==> src/rtl/muldiv_pkg.sv <==
// Shared funct codes and decode helper for the HI/LO multiply/divide unit.
package muldiv_pkg;

    localparam logic [5:0] OP_RTYPE = 6'h00;

    localparam logic [5:0] FN_MFHI  = 6'h10;
    localparam logic [5:0] FN_MTHI  = 6'h11;
    localparam logic [5:0] FN_MFLO  = 6'h12;
    localparam logic [5:0] FN_MTLO  = 6'h13;
    localparam logic [5:0] FN_MULT  = 6'h18;
    localparam logic [5:0] FN_MULTU = 6'h19;
    localparam logic [5:0] FN_DIV   = 6'h1A;
    localparam logic [5:0] FN_DIVU  = 6'h1B;

    typedef struct packed {
        logic mult;
        logic multu;
        logic div;
        logic divu;
        logic mfhi;
        logic mthi;
        logic mflo;
        logic mtlo;
    } md_dec_t;

    function automatic md_dec_t md_decode(input logic [5:0] opcode, input logic [5:0] funct);
        md_dec_t d;
        logic    rt;
        rt      = (opcode == OP_RTYPE);
        d.mult  = rt && (funct == FN_MULT);
        d.multu = rt && (funct == FN_MULTU);
        d.div   = rt && (funct == FN_DIV);
        d.divu  = rt && (funct == FN_DIVU);
        d.mfhi  = rt && (funct == FN_MFHI);
        d.mthi  = rt && (funct == FN_MTHI);
        d.mflo  = rt && (funct == FN_MFLO);
        d.mtlo  = rt && (funct == FN_MTLO);
        return d;
    endfunction

endpackage

==> src/rtl/muldiv_iter.sv <==
// Radix-2 datapath: shift-add multiply / restoring divide on unsigned magnitudes.
// acc holds {HI,LO} = {partial product, multiplier} or {remainder, dividend/quotient}.
module muldiv_iter #(
    parameter int WIDTH = 32
) (
    input  logic             clk,
    input  logic             rst_n,
    input  logic             start,
    input  logic             step,
    input  logic             is_div,
    input  logic [WIDTH-1:0] op_a,
    input  logic [WIDTH-1:0] op_b,
    output logic [WIDTH-1:0] hi,
    output logic [WIDTH-1:0] lo
);

    logic [2*WIDTH-1:0] acc;
    logic [WIDTH-1:0]   opnd;
    logic [WIDTH:0]     add_sum;
    logic [WIDTH:0]     rem_shift;
    logic [WIDTH:0]     sub_diff;

    always_comb begin
        add_sum   = {1'b0, acc[2*WIDTH-1:WIDTH]} + {1'b0, (acc[0] ? opnd : {WIDTH{1'b0}})};
        rem_shift = acc[2*WIDTH-1:WIDTH-1];
        sub_diff  = rem_shift - {1'b0, opnd};
    end

    always_ff @(posedge clk or negedge rst_n) begin
        if (!rst_n) begin
            acc  <= '0;
            opnd <= '0;
        end else if (start) begin
            // op_a is multiplicand / dividend, op_b multiplier / divisor
            acc  <= {{WIDTH{1'b0}}, (is_div ? op_a : op_b)};
            opnd <= is_div ? op_b : op_a;
        end else if (step) begin
            if (is_div) begin
                if (!sub_diff[WIDTH])
                    acc <= {sub_diff[WIDTH-1:0], acc[WIDTH-2:0], 1'b1};
                else
                    acc <= {rem_shift[WIDTH-1:0], acc[WIDTH-2:0], 1'b0};
            end else begin
                acc <= {add_sum, acc[WIDTH-1:1]};
            end
        end
    end

    assign hi = acc[2*WIDTH-1:WIDTH];
    assign lo = acc[WIDTH-1:0];

endmodule

==> src/rtl/muldiv_unit.sv <==
// MIPS HI/LO multiply/divide unit: WIDTH iteration cycles plus one sign-fix cycle.
// Stalls any mult/div/mf/mt instruction while an operation is in flight.
module muldiv_unit
    import muldiv_pkg::*;
#(
    parameter int WIDTH = 32
) (
    input  logic             clk,
    input  logic             rst_n,
    input  logic             valid,
    input  logic [5:0]       opcode,
    input  logic [5:0]       funct,
    input  logic [WIDTH-1:0] rs_val,
    input  logic [WIDTH-1:0] rt_val,
    output logic             stall,
    output logic [WIDTH-1:0] result,
    output logic             busy
);

    localparam logic [1:0] ST_IDLE = 2'd0;
    localparam logic [1:0] ST_ITER = 2'd1;
    localparam logic [1:0] ST_FIX  = 2'd2;
    localparam int         CW      = $clog2(WIDTH + 1);

    logic [1:0]       state;
    logic [CW-1:0]    count;
    logic [WIDTH-1:0] hi_reg, lo_reg;
    logic             op_div, neg_lo, neg_hi, div_zero;

    md_dec_t          dec;
    logic             md_op, accept, start, signed_op, start_div;
    logic             rs_neg, rt_neg;
    logic [WIDTH-1:0] rs_mag, rt_mag;
    logic [WIDTH-1:0] iter_hi, iter_lo;
    logic [2*WIDTH-1:0] prod_fix;
    logic [WIDTH-1:0] quot_fix, rem_fix;

    always_comb begin
        dec       = md_decode(opcode, funct);
        md_op     = valid && (|dec);
        busy      = (state != ST_IDLE);
        stall     = md_op && busy;
        accept    = md_op && !busy;
        start     = accept && (dec.mult || dec.multu || dec.div || dec.divu);
        start_div = dec.div || dec.divu;
        signed_op = dec.mult || dec.div;
        rs_neg    = signed_op && rs_val[WIDTH-1];
        rt_neg    = signed_op && rt_val[WIDTH-1];
        rs_mag    = rs_neg ? -rs_val : rs_val;
        rt_mag    = rt_neg ? -rt_val : rt_val;
    end

    muldiv_iter #(.WIDTH(WIDTH)) u_iter (
        .clk    (clk),
        .rst_n  (rst_n),
        .start  (start),
        .step   (state == ST_ITER),
        .is_div (busy ? op_div : start_div),
        .op_a   (rs_mag),
        .op_b   (rt_mag),
        .hi     (iter_hi),
        .lo     (iter_lo)
    );

    always_ff @(posedge clk or negedge rst_n) begin
        if (!rst_n) begin
            state    <= ST_IDLE;
            count    <= '0;
            op_div   <= 1'b0;
            neg_lo   <= 1'b0;
            neg_hi   <= 1'b0;
            div_zero <= 1'b0;
        end else begin
            case (state)
                ST_IDLE: if (start) begin
                    state    <= ST_ITER;
                    count    <= CW'(WIDTH);
                    op_div   <= start_div;
                    neg_lo   <= rs_neg ^ rt_neg;
                    // remainder follows the dividend; a product is negated as a whole
                    neg_hi   <= start_div ? rs_neg : (rs_neg ^ rt_neg);
                    div_zero <= start_div && (rt_val == '0);
                end
                ST_ITER: begin
                    count <= count - CW'(1);
                    if (count == CW'(1))
                        state <= ST_FIX;
                end
                default: state <= ST_IDLE;
            endcase
        end
    end

    // Divide by zero leaves |rs| in the remainder, so re-signing it restores rs unmodified.
    always_comb begin
        prod_fix = neg_lo ? -{iter_hi, iter_lo} : {iter_hi, iter_lo};
        quot_fix = div_zero ? {WIDTH{1'b1}} : (neg_lo ? -iter_lo : iter_lo);
        rem_fix  = neg_hi ? -iter_hi : iter_hi;
    end

    always_ff @(posedge clk or negedge rst_n) begin
        if (!rst_n) begin
            hi_reg <= '0;
            lo_reg <= '0;
        end else if (state == ST_FIX) begin
            hi_reg <= op_div ? rem_fix  : prod_fix[2*WIDTH-1:WIDTH];
            lo_reg <= op_div ? quot_fix : prod_fix[WIDTH-1:0];
        end else if (accept) begin
            if (dec.mthi) hi_reg <= rs_val;
            if (dec.mtlo) lo_reg <= rs_val;
        end
    end

    always_comb begin
        result = '0;
        if (accept && dec.mfhi)
            result = hi_reg;
        else if (accept && dec.mflo)
            result = lo_reg;
    end

endmodule

==> config.mk <==
export PLATFORM = sky130hd
export DESIGN_NAME = muldiv_unit
export DESIGN_NICKNAME = d
export VERILOG_FILES = /design/src/rtl/muldiv_pkg.sv /design/src/rtl/muldiv_iter.sv /design/src/rtl/muldiv_unit.sv
export SDC_FILE = /design/constraint.sdc
export NUM_CORES = 1
export LEC_CHECK = 0
export ABC_CLOCK_PERIOD_IN_PS = 4100
export BUFFER_PORTS_ARGS = -buffer_cell sky130_fd_sc_hd__buf_2
export CAP_MARGIN = 15
export CELL_PAD_IN_SITES_DETAIL_PLACEMENT = 1
export CELL_PAD_IN_SITES_GLOBAL_PLACEMENT = 2
export CORE_AREA = 2 2 211 213
export CTS_CLUSTER_DIAMETER = 80
export CTS_CLUSTER_SIZE = 28
export DETAILED_ROUTE_END_ITERATION = 10
export DIE_AREA = 0 0 213 215
export GPL_ROUTABILITY_DRIVEN = 0
export PLACE_DENSITY_LB_ADDON = 0.1
export SLEW_MARGIN = 20
export SYNTH_ARGS = -nofsm -noshare
export SYNTH_HDL_FRONTEND = slang
export SYNTH_SLANG_ARGS = --single-unit
==> constraint.sdc <==
create_clock -name clk -period 4.1 [get_ports clk]
set_clock_uncertainty 0.1 [all_clocks]
set_input_delay 0.205 -clock clk [delete_from_list [all_inputs] [get_ports clk]]
set_output_delay 0.205 -clock clk [all_outputs]
set_load 0.02 [all_outputs]
==> results.ini, run 1 <==
[power_and_ir_drop]
ir_worst_vdd_mv = 0.285
power_density_mw_per_mm2 = 334
power_w = 0.00606
cellLeakagePower_nw = 7.63

[clocking]
clock_sinks = 172
clk_pin_slew_ns = 0.07
cts_buffer_depth = 2
cts_buffers = 17
tritoncts = yes
post_cts_buffers = 0
root_buffer = clkbuf_16
ctsHtreeMaxLevel = 4
clk_latency_ns = 0.46

[cells_and_area]
final_cell_mix = nand2_1 (272), nor2_1 (204), a21oi_1 (185)
finalNetCount = 2324
diodes = 0
largest_register = u_iter.acc
drive_gt1_share_pct = 11.9
multiInputGateArea_mm2 = 0.0109
area_delta_synth_final_pct = 13.9
fillers = 5374
ff_latch_area_mm2 = 0.00430
largest_register_ff_count = 64
final_common_cell = nand2_1
fin_area_mm2 = 0.0182

[worst_hold_path]
hp-class = input pin to register
min_from = rt_val[30]

[worst_setup_path]
startpoint = u_iter.acc[31]$_DFFE_PN0P_
critPathArrivalTime_ns = 4.08
rr_startpoint = u_iter.acc[31]$_DFFE_PN0P_
cp-end-kind = register
required_ns = 4.34
startpoint_type = register
cp_max_fo = 36
path_class = register to register

[sta]
hold_viol = 0
worst_slew_pin_slew_ns = 1.07
slew_violations = 0
period_minus_slack_ns = 3.84
whs_ns = 0.0127
timing.final.crit_share_pct = 93.6
max_slew_margin_pct = 28.7
rsz0062_at_grt = false
setup_violations = 0
tns_ns = 0
final.setup.worst_slack_ns = 0.261
fmax_mhz = 260

[detailed_routing]
dr_total_vias = 16300
drt_iter0_markers = 1127
vias_per_cell = 5.85
wl_per_cell_um = 23.8
dr.pass1.iters = 5
drt-total-wl_um = 66000
drc_errors = 0
antenna_left = 0

[synth]
synth-main-ff-cell = dfrtp_1
netlist_area_mm2 = 0.0160
synth_edf_count = 0
synth_warnings = 0
synthTopCellsByArea = dfrtp_1 (27%), nand2_1 (6.4%), a21oi_1 (5.8%)
ys_types = 88
synthesis.instances = 2072
syn_avg_cell_area_um2 = 7.71
seq_area_frac_synth_pct = 27.0
synth-seq-cells = 172
yosys.area.top_type_share_pct = 27.0
ys_async_sr_fraction_pct = 100
mappedNetlistNets = 2223
synth_largest_area_cell = dfrtp_1

[floorplan]
ios = 113
initial_utilization_pct = 36.6
core_area_mm2 = 0.0436
die_y_um = 215
fp.dieW_um = 213
row_count = 77
die_area_mm2 = 0.0458

[place]
postPlaceCellArea_mm2 = 0.0173
dpl_worst_slack_ns = 0.160
io_buffer_count = 112
dp_hpwl_um = 50700

[flow_run]
cap_violations = 0

[global_routing]
grt_usage_pct = 29.1
grt_pass1_wl_um = 102000
grt_pass1_vias = 16700
overflow = 0
grt_max_degree = 86
grt_antenna_before_repair = 0

[outcome]
status = completed

[worst paths after layout]
check / slack, ns / to / depth (start not counted)
worst min register to register: 0.40 / u_iter.opnd[17]$_DFFE_PN0P_ / 2
worst max register to register: 0.26 / u_iter.acc[45]$_DFFE_PN0P_ / 13
worst min-delay path: 0.01 / div_zero$_DFFE_PN0P_ / 4
max in group asynchronous: 2.73 / u_iter.opnd[28]$_DFFE_PN0P_ / 3
worst max-delay path: 0.26 / u_iter.acc[45]$_DFFE_PN0P_ / 13
min in group asynchronous: 0.21 / u_iter.opnd[8]$_DFFE_PN0P_ / 2
[synthesized netlist by cell type, drive strengths merged, types with 27 or more instances]
master,n
xor2,86
nand2,276
clkbuf,103
a32oi,33
nand3,40
or3,31
a21o,29
mux2i,92
ha,70
xnor2,83
inv,64
o21ai,161
nor3,46
nor2,207
o211ai,27
a21oi,187
dfrtp,172
[what timing repair did]
item / in CTS / in global routing
resized for setup: 0 / 2
hold buffers: 33 / 0
setup endpoints to repair: 0 / 4
hold endpoints to repair: 119 / 0
[report_power, final]
| group | leakage (nW) | total [W] | switching, W | internal (W) |
|---|---|---|---|---|
| Combinational | 5.24 | 0.00225 | 0.00134 | 0.000909 |
| Clock | 0.257 | 0.00162 | 0.000770 | 0.000852 |
| Sequential | 2.14 | 0.00220 | 0.000279 | 0.00192 |
[worst max-delay path, stage by stage, from the launching register on]
cell	delay [ns]
dfrtp_1	0.40
inv_1	0.11
ha_1	0.25
fa_1	0.39
nand2b_1	0.20
a211oi_1	0.30
buf_4	0.19
o211ai_1	0.19
a21o_1	0.25
a311oi_4	0.46
nand2_2	0.12
buf_12	0.22
a31o_2	0.23
a221o_1	0.31
[per-stage QoR]
step                utilization [%]  std cells
finish                         41.7       2778
CTS                            41.6       2778
global route                   41.7       2778
floorplan                         -       2072
global placement               39.6       2713
detailed placement             39.6       2713
[logic make-up (layout without fill, tap and decap cells)]
logic type	Yosys count	count (layout)	synth area share (%)
simple gates	753	753	22.2
xor+xnor	169	169	9.27
buf+inv	192	306	5.15
flops	172	172	27.0
fa+ha+maj	72	72	5.74
mux	103	103	6.54
compound gates	611	611	24.2
[per-layer routing]
metal  share of wire (%)  GRT usage (%)  up-vias
met1                  48           41.8     8202
met3                 3.8           2.73       60
met5                   0              0        -
li1                    -              -     7650
met4                 1.8           7.60        0
met2                  46           46.6      350
[cell type report]
type / instances / share of cell area (%)
clock buffer: 22 / 2.50
clock inverter: 10 / 0.509
inverter: 64 / 1.32
multi-input combinational: 1708 / 60.0
sequential: 172 / 23.7
tap: 592 / 4.07
timing repair buffer: 210 / 7.91
(Power assumes the default switching activity.)
==> run 2, diff against run 1 <==
--- a/config.mk
+++ b/config.mk
@@ -16,8 +16,10 @@
 export DETAILED_ROUTE_END_ITERATION = 10
 export DIE_AREA = 0 0 213 215
 export GPL_ROUTABILITY_DRIVEN = 0
+export GPL_TIMING_DRIVEN = 0
 export PLACE_DENSITY_LB_ADDON = 0.1
 export SLEW_MARGIN = 20
 export SYNTH_ARGS = -nofsm -noshare
 export SYNTH_HDL_FRONTEND = slang
 export SYNTH_SLANG_ARGS = --single-unit
+export TNS_END_PERCENT = 1
==> run 2 against run 1 <==
Total power increased by 0.63%. Non-clock buffer count rose by 66. Worst hold slack gained 0.0030 ns. Sequential share of layout area shrank 0.15 points. Global-route usage up 3.0 points. Sequential power hardly changed. Die area unchanged.
==> results.ini, run 2 (synthesis gave the netlist of run 1 again) <==
[outcome]
status = completed

[worst_setup_path]
startpoint_type = register
critPathMaxStageDelay_ns = 0.55  ; +0.09 ns
r2r_slack_ns = 0.05  ; -0.21 ns
path_cells = inv_1, fa_1, nand2b_1, a211oi_4, o211ai_1, a21o_1, a311oi_4, nand2_4, buf_6, nand4_1, nand3_1, a32o_1
crit_buf_inv = 2  ; -1
r2r-end = u_iter.acc[63]$_DFFE_PN0P_
slowest_stage = dfrtp_2
path_class = register to register
rr_startpoint = u_iter.acc[32]$_DFFE_PN0P_
critPathArrivalTime_ns = 4.31  ; +0.23 ns
path_delay_family = compound AO/OA/AOI/OAI gates
worstSetupPathDepth = 12  ; -1
ff2ff_path_depth = 12  ; -1
required_ns = 4.36  ; +0.02 ns
cp-end-kind = register
cp_max_fo = 10  ; -72%

[sta]
setup_violations = 0  ; unchanged
worst_slew_pin_slew_ns = 1.09  ; +0.0242 ns
fmax_mhz = 247  ; -5.2%
tns_ns = 0  ; unchanged
period_minus_slack_ns = 4.05  ; +0.210 ns
slew_violations = 0  ; unchanged
final.setup.worst_slack_ns = 0.0505  ; -0.210 ns
timing.final.crit_share_pct = 98.8  ; +5.1 points
rsz0062_at_grt = true
hold_viol = 0  ; unchanged
whs_ns = 0.0157  ; +0.00299 ns
max_slew_margin_pct = 26.6  ; -2.1 points

[cells_and_area]
final_cell_mix = nand2_1 (273), nor2_1 (207), a21oi_1 (186)
finalNetCount = 2390  ; +2.8%
fillers = 5451  ; +1.4%
largest_register = u_iter.acc
largest_register_ff_count = 64  ; unchanged
diodes = 0  ; unchanged
final_common_cell = nand2_1
ff_latch_area_mm2 = 0.00431  ; about the same
area_delta_synth_final_pct = 14.7
multiInputGateArea_mm2 = 0.0109  ; about the same
drive_gt1_share_pct = 9.95  ; -2.0 points

[floorplan]
core_area_mm2 = 0.0436  ; unchanged
ios = 113  ; unchanged
initial_utilization_pct = 36.6  ; unchanged
die_area_mm2 = 0.0458  ; unchanged
row_count = 77  ; unchanged
fp.dieW_um = 213  ; unchanged
die_y_um = 215  ; unchanged

[detailed_routing]
drt-total-wl_um = 72800  ; +10%
dr_total_vias = 16800  ; +3.1%
dr.pass1.iters = 6  ; +1
vias_per_cell = 5.89  ; +0.70%
drc_errors = 0  ; unchanged
antenna_left = 0  ; unchanged
drt_iter0_markers = 1157  ; +2.7%
wl_per_cell_um = 25.6  ; +7.7%

[clocking]
tritoncts = yes
clock_sinks = 172  ; unchanged
root_buffer = clkbuf_16
clk_latency_ns = 0.48  ; +0.02 ns
ctsHtreeMaxLevel = 4  ; unchanged
clk_pin_slew_ns = 0.08  ; about the same
cts_buffer_depth = 2  ; unchanged
cts_buffers = 17  ; unchanged

[power_and_ir_drop]
ir_worst_vdd_mv = 0.230  ; -19%
cellLeakagePower_nw = 7.56  ; -1.0%
power_w = 0.00610  ; +0.63%
power_density_mw_per_mm2 = 333  ; about the same

[global_routing]
grt_max_degree = 63  ; -27%
grt_antenna_before_repair = 0  ; unchanged
top_usage_layer = met2
grt_usage_pct = 32.1  ; +3.0 points
grt_use_met2_pct = 54.0  ; +7.4 points
grt_pass1_wl_um = 110000  ; +7.9%
overflow = 0  ; unchanged
grtUsageMet1_pct = 42.3  ; +0.50 points
grt_pass1_vias = 17400  ; +4.1%
met3_usage_pct = 2.50  ; -0.23 points

[worst_hold_path]
holdPathStages = 3  ; -1
min_from = rs_val[7]
hp-class = input pin to register
min_to = lo_reg[7]$_DFFE_PN0P_

[place]
dpl_worst_slack_ns = -1.28  ; -1.44 ns
dp_hpwl_um = 58700  ; +16%
io_buffer_count = 110  ; -1.8%

[flow_run]
cap_violations = 0  ; unchanged

==> run 2: worst max-delay path by stage <==
stage / from / endpoint / slack [ns]
6_report: u_iter.acc[32]$_DFFE_PN0P_ / u_iter.acc[63]$_DFFE_PN0P_ / 0.05
5_1_grt: u_iter.acc[31]$_DFFE_PN0P_ / u_iter.acc[63]$_DFFE_PN0P_ / -0.05
4_1_cts: u_iter.acc[31]$_DFFE_PN0P_ / u_iter.acc[44]$_DFFE_PN0P_ / 0.01
3_5_place_dp: u_iter.acc[31]$_DFFE_PN0P_ / u_iter.acc[63]$_DFFE_PN0P_ / -1.28
3_3_place_gp: u_iter.acc[31]$_DFFE_PN0P_ / u_iter.acc[63]$_DFFE_PN0P_ / -1.26
2_1_floorplan: u_iter.acc[31]$_DFFE_PN0P_ / u_iter.acc[63]$_DFFE_PN0P_ / 0.71
==> run 2: report_power, final <==
part	switching [W]	internal (W)
Clock	0.000814	0.000825
Sequential	0.000288	0.00192
Combinational	0.00138	0.000878
Total	0.00248	0.00362
==> run 2: area by class of cell <==
class / count / share of cell area [%]
multi-input combinational: 1708 / 59.6
inverter: 64 / 1.33
timing repair buffer: 148 / 5.26
buffer: 128 / 3.21
clock buffer: 20 / 2.55
clock inverter: 12 / 0.492
sequential: 172 / 23.5
tap: 592 / 4.05
==> run 2: worst min-delay path, stage by stage <==
cell     delay [ns]
buf_2          0.17
nand2_1        0.08
a32oi_1        0.08
==> run 2: layer usage <==
metal	vias up	share of wire, %
met4	0	3.8
met5	-	0
met3	123	3.7
li1	7789	-
met2	436	48
met1	8417	45
==> run 2: what timing repair did <==
action | in CTS | in global routing
pin swaps | 3 | 3
setup endpoints to repair | 33 | 29
endpoints found under the hold margin | 95 | 0
hold buffers | 31 | 0
setup buffers | 3 | 2
gates resized for setup | 11 | 8
==> run 2: per-stage QoR <==
stage | instance area (um^2) | util, % | instances
4_1_cts | 18300 | 41.9 | 2842
6_report | 18300 | 41.9 | 2844
3_5_place_dp | 17300 | 39.7 | 2776
2_1_floorplan | 16000 | - | 2072
5_1_grt | 18300 | 41.9 | 2844
3_3_place_gp | 17300 | 39.5 | 2774
==> run 3, diff against run 2 <==
--- a/config.mk
+++ b/config.mk
@@ -10,16 +10,17 @@
 export CAP_MARGIN = 15
 export CELL_PAD_IN_SITES_DETAIL_PLACEMENT = 1
 export CELL_PAD_IN_SITES_GLOBAL_PLACEMENT = 2
-export CORE_AREA = 2 2 211 213
+export CORE_AREA = 2 2 208 210
 export CTS_CLUSTER_DIAMETER = 80
 export CTS_CLUSTER_SIZE = 28
 export DETAILED_ROUTE_END_ITERATION = 10
-export DIE_AREA = 0 0 213 215
+export DIE_AREA = 0 0 210 212
 export GPL_ROUTABILITY_DRIVEN = 0
 export GPL_TIMING_DRIVEN = 0
 export PLACE_DENSITY_LB_ADDON = 0.1
 export SLEW_MARGIN = 20
 export SYNTH_ARGS = -nofsm -noshare
 export SYNTH_HDL_FRONTEND = slang
+export SYNTH_HIERARCHICAL = 1
 export SYNTH_SLANG_ARGS = --single-unit
 export TNS_END_PERCENT = 1
==> run 3 against run 2 <==
Critical path depth grew 1. Wire length shrank 1.9%. Setup slack lost 0.0066 ns. Final cell count shrank 8.1%. Sequential cell count is the same. Worst hold slack gained 0.0023 ns. Die area shrank 2.8%. Non-clock buffer count shrank 48. Synthesized area shrank 0.89%. Sequential share of layout area grew 0.63 points. Sequential power shrank 15%. Critical endpoint is now u_iter/acc[0]$_DFFE_PN0P_.
==> results.ini, run 3 <==
[global_routing]
grt_pass1_wl_um = 105000  ; -4.2%
grt_antenna_before_repair = 2  ; +2
grt_usage_pct = 31.9  ; -0.22 points
grt_max_degree = 74  ; +17%
overflow = 0  ; unchanged
grt_pass1_vias = 16100  ; -7.1%

[detailed_routing]
vias_per_cell = 6.20  ; +5.2%
antenna_left = 0  ; unchanged
drc_errors = 0  ; unchanged
drt-total-wl_um = 71400  ; -1.9%
drt_iter0_markers = 1272  ; +9.9%
dr_total_vias = 16200  ; -3.2%
wl_per_cell_um = 27.3  ; +6.7%
dr.pass1.iters = 6  ; unchanged

[synth]
mappedNetlistNets = 2069  ; -6.9%
synth_largest_area_cell = dfrtp_1
ys_types = 87  ; -1.1%
synth_warnings = 6  ; +6
yosys.area.top_type_share_pct = 27.2  ; +0.24 points
ys_async_sr_fraction_pct = 100  ; unchanged
synthesis.instances = 1918  ; -7.4%
seq_area_frac_synth_pct = 27.2  ; +0.24 points
synthTopCellsByArea = dfrtp_1 (27%), mux2i_1 (8.4%), a21oi_1 (6.2%)
synth_edf_count = 0  ; unchanged
synth-main-ff-cell = dfrtp_1
netlist_area_mm2 = 0.0158  ; -0.89%
synth.most_common_cell = a21oi_1
syn_avg_cell_area_um2 = 8.25  ; +7.1%
synthTopCellsByCount = a21oi_1 (196), nor2_1 (186), dfrtp_1 (172)
synth-seq-cells = 172  ; unchanged

[power_and_ir_drop]
power_density_mw_per_mm2 = 255  ; -24%
p_int_w = 0.00297  ; -18%
cellLeakagePower_nw = 7.09  ; -6.2%
switching_share_pct = 34.5  ; -6.2 points
p_sw_w = 0.00157  ; -37%
pwr-share-comb_pct = 21.1  ; -16 points
ir_worst_vdd_mv = 0.252  ; +9.6%
power_frac_seq_pct = 40.9  ; +4.8 points
pwr-share-clk_pct = 38.0  ; +11 points

[worst_setup_path]
startpoint_type = register
slowest_stage = dfrtp_1
path_cells = ha_1, buf_2, a21o_1, a31o_1, a211o_1, o21ai_1, a21oi_2, xor2_4, buf_6, nand2_1, a31oi_1, nor2_1, a21oi_1
cp_max_fo = 10  ; unchanged
path_delay_family = compound AO/OA/AOI/OAI gates
cp-end-kind = register
critPathArrivalTime_ns = 4.34  ; +0.03 ns
path_class = register to register
critPathMaxStageDelay_ns = 0.65  ; +0.10 ns
r2r-end = u_iter/acc[0]$_DFFE_PN0P_
rr_startpoint = u_iter/acc[42]$_DFFE_PN0P_
crit_buf_inv = 2  ; unchanged
required_ns = 4.39  ; +0.03 ns
ff2ff_path_depth = 13  ; +1
r2r_slack_ns = 0.04  ; about the same

[cells_and_area]
area_delta_synth_final_pct = 12.7
drive_gt1_share_pct = 10.3  ; +0.40 points
instances_no_fill = 2615  ; -8.1%
fin_area_mm2 = 0.0178  ; -2.6%
diodes = 0  ; unchanged
final_common_cell = a21oi_1
largest_register = u_iter/acc
fin_util_pct = 42.0  ; about the same
finalNetCount = 2207  ; -7.7%
largest_register_ff_count = 64  ; unchanged
final_cell_mix = a21oi_1 (195), nor2_1 (185), dfrtp_1 (168)

[place]
dp.cells = 2576  ; -7.2%
io_buffer_count = 110  ; unchanged
postPlaceCellArea_mm2 = 0.0171  ; -1.2%
dp_hpwl_um = 56500  ; -3.7%

[sta]
timing.final.crit_share_pct = 98.9  ; +0.16 points
max_slew_margin_pct = 23.3  ; -3.3 points
rsz0062_at_grt = true
hold_viol = 0  ; unchanged
tns_ns = 0  ; unchanged
worst_slew_pin_slew_ns = 1.14  ; +0.0489 ns
slew_violations = 0  ; unchanged
setup_violations = 0  ; unchanged
fmax_mhz = 247  ; -0.16%
period_minus_slack_ns = 4.06  ; +0.00661 ns

[outcome]
status = completed

[clocking]
tritoncts = yes
ctsHtreeMaxLevel = 4  ; unchanged
cts_buffers = 17  ; unchanged
cts_buffer_depth = 2  ; unchanged
root_buffer = clkbuf_16
clock_sinks = 172  ; unchanged
clk_pin_slew_ns = 0.08  ; about the same
clk_latency_ns = 0.47  ; about the same

[worst_hold_path]
min_to = hi_reg[8]$_DFFE_PN0P_
holdPathStages = 3  ; unchanged
min_from = rs_val[8]
hp-class = input pin to register

[flow_run]
cap_violations = 0  ; unchanged

[floorplan]
die_area_mm2 = 0.0445  ; -2.8%
core_area_mm2 = 0.0425  ; -2.6%
row_count = 76  ; -1.3%
fp.dieW_um = 210  ; -1.4%
ios = 113  ; unchanged
initial_utilization_pct = 37.2  ; +0.64 points
die_y_um = 212  ; -1.4%

==> run 3: cell count changes after synthesis, sizes merged, moves of 17 or more <==
cell | before | now
and2 | 11 | 47
a22o | 9 | 35
a32oi | 33 | 2
o211ai | 27 | 9
nor2 | 207 | 186
a22oi | 14 | 40
o21ai | 161 | 128
mux2i | 92 | 132
a221o | 9 | 26
nand2 | 276 | 118
==> run 3: worst max-delay path by stage <==
stage,start,end,slack [ns],depth (start not counted)
2_1_floorplan,u_iter/acc[0]$_DFFE_PN0P_,u_iter/acc[61]$_DFFE_PN0P_,0.83,13
3_3_place_gp,opcode[5],u_iter/opnd[19]$_DFFE_PN0P_,-0.51,10
3_5_place_dp,opcode[5],u_iter/opnd[19]$_DFFE_PN0P_,-0.58,10
4_1_cts,op_div$_DFFE_PN0P_,u_iter/opnd[1]$_DFFE_PN0P_,-0.08,9
5_1_grt,u_iter/acc[45]$_DFFE_PN0P_,u_iter/acc[0]$_DFFE_PN0P_,-0.05,12
6_report,u_iter/acc[42]$_DFFE_PN0P_,u_iter/acc[0]$_DFFE_PN0P_,0.04,13
==> run 3: layer usage <==
layer	global-route usage, %	vias to the layer above	part of all wire [%]
li1	-	7383	-
met1	44.1	8256	46
met2	51.0	493	45
met3	5.47	89	6.1
met4	9.20	0	2.8
met5	0	-	0
==> run 3: timing repair <==
item,in CTS,in global routing
gates resized for setup,7,21
gates cloned,0,0
endpoints found under the hold margin,180,0
hold buffers,7,0
setup endpoints to repair,53,93
buffers inserted,0,0
==> run 3: final cells by class <==
cell class                      count  area (um^2)
Multi-Input combinational cell   1574        10900
Buffer                            109          469
Tap cell                          546          683
Sequential cell                   172         4310
Fill cell                        5108        24700
Clock buffer                       18          439
Clock inverter                     14          146
Inverter                           63          236
Timing Repair Buffer              119          686
==> run 3: power by group through the flow <==
stage	Clock, W	Combinational, W	Sequential (W)
after floorplan	0	0.000579	0.00183
after global placement	0	0.000908	0.00188
after detailed placement	0	0.000933	0.00188
after CTS	0.00175	0.000945	0.00185
after global routing	0.00182	0.00104	0.00186
final	0.00173	0.000959	0.00186
==> run 3: metrics by stage <==
stage	hold slack [ns]	total power, W	worst slack (ns)
5_1_grt	0.0163	0.00472	-0.0486
4_1_cts	0.00498	0.00454	-0.0790
2_1_floorplan	-0.191	0.00240	0.834
6_report	0.0180	0.00454	0.0439
3_3_place_gp	0.361	0.00279	-0.514
3_5_place_dp	0.0197	0.00282	-0.578
==> run 3: cells by family (layout without fill, tap and decap cells) <==
group / count (synthesis) / count (layout) / share of synthesized area [%]
muxes: 133 / 133 / 8.42
AOI/OAI and AO/OA: 627 / 627 / 26.5
adders and majority gates: 72 / 72 / 5.79
xor gates and xnor gates: 167 / 167 / 9.36
and+or+nand+nor: 575 / 575 / 18.4
DFF: 172 / 172 / 27.2
buffers and inverters: 172 / 323 / 4.38
==> run 3: worst reg2reg max path, cell delays in order (launching register included) <==
cell and delay (ns):
dfrtp_1 0.65, ha_1 0.31, buf_2 0.17, a21o_1 0.18, a31o_1 0.21, a211o_1 0.32
o21ai_1 0.53, a21oi_2 0.18, xor2_4 0.43, buf_6 0.25, nand2_1 0.20, a31oi_1 0.24
nor2_1 0.06, a21oi_1 0.14
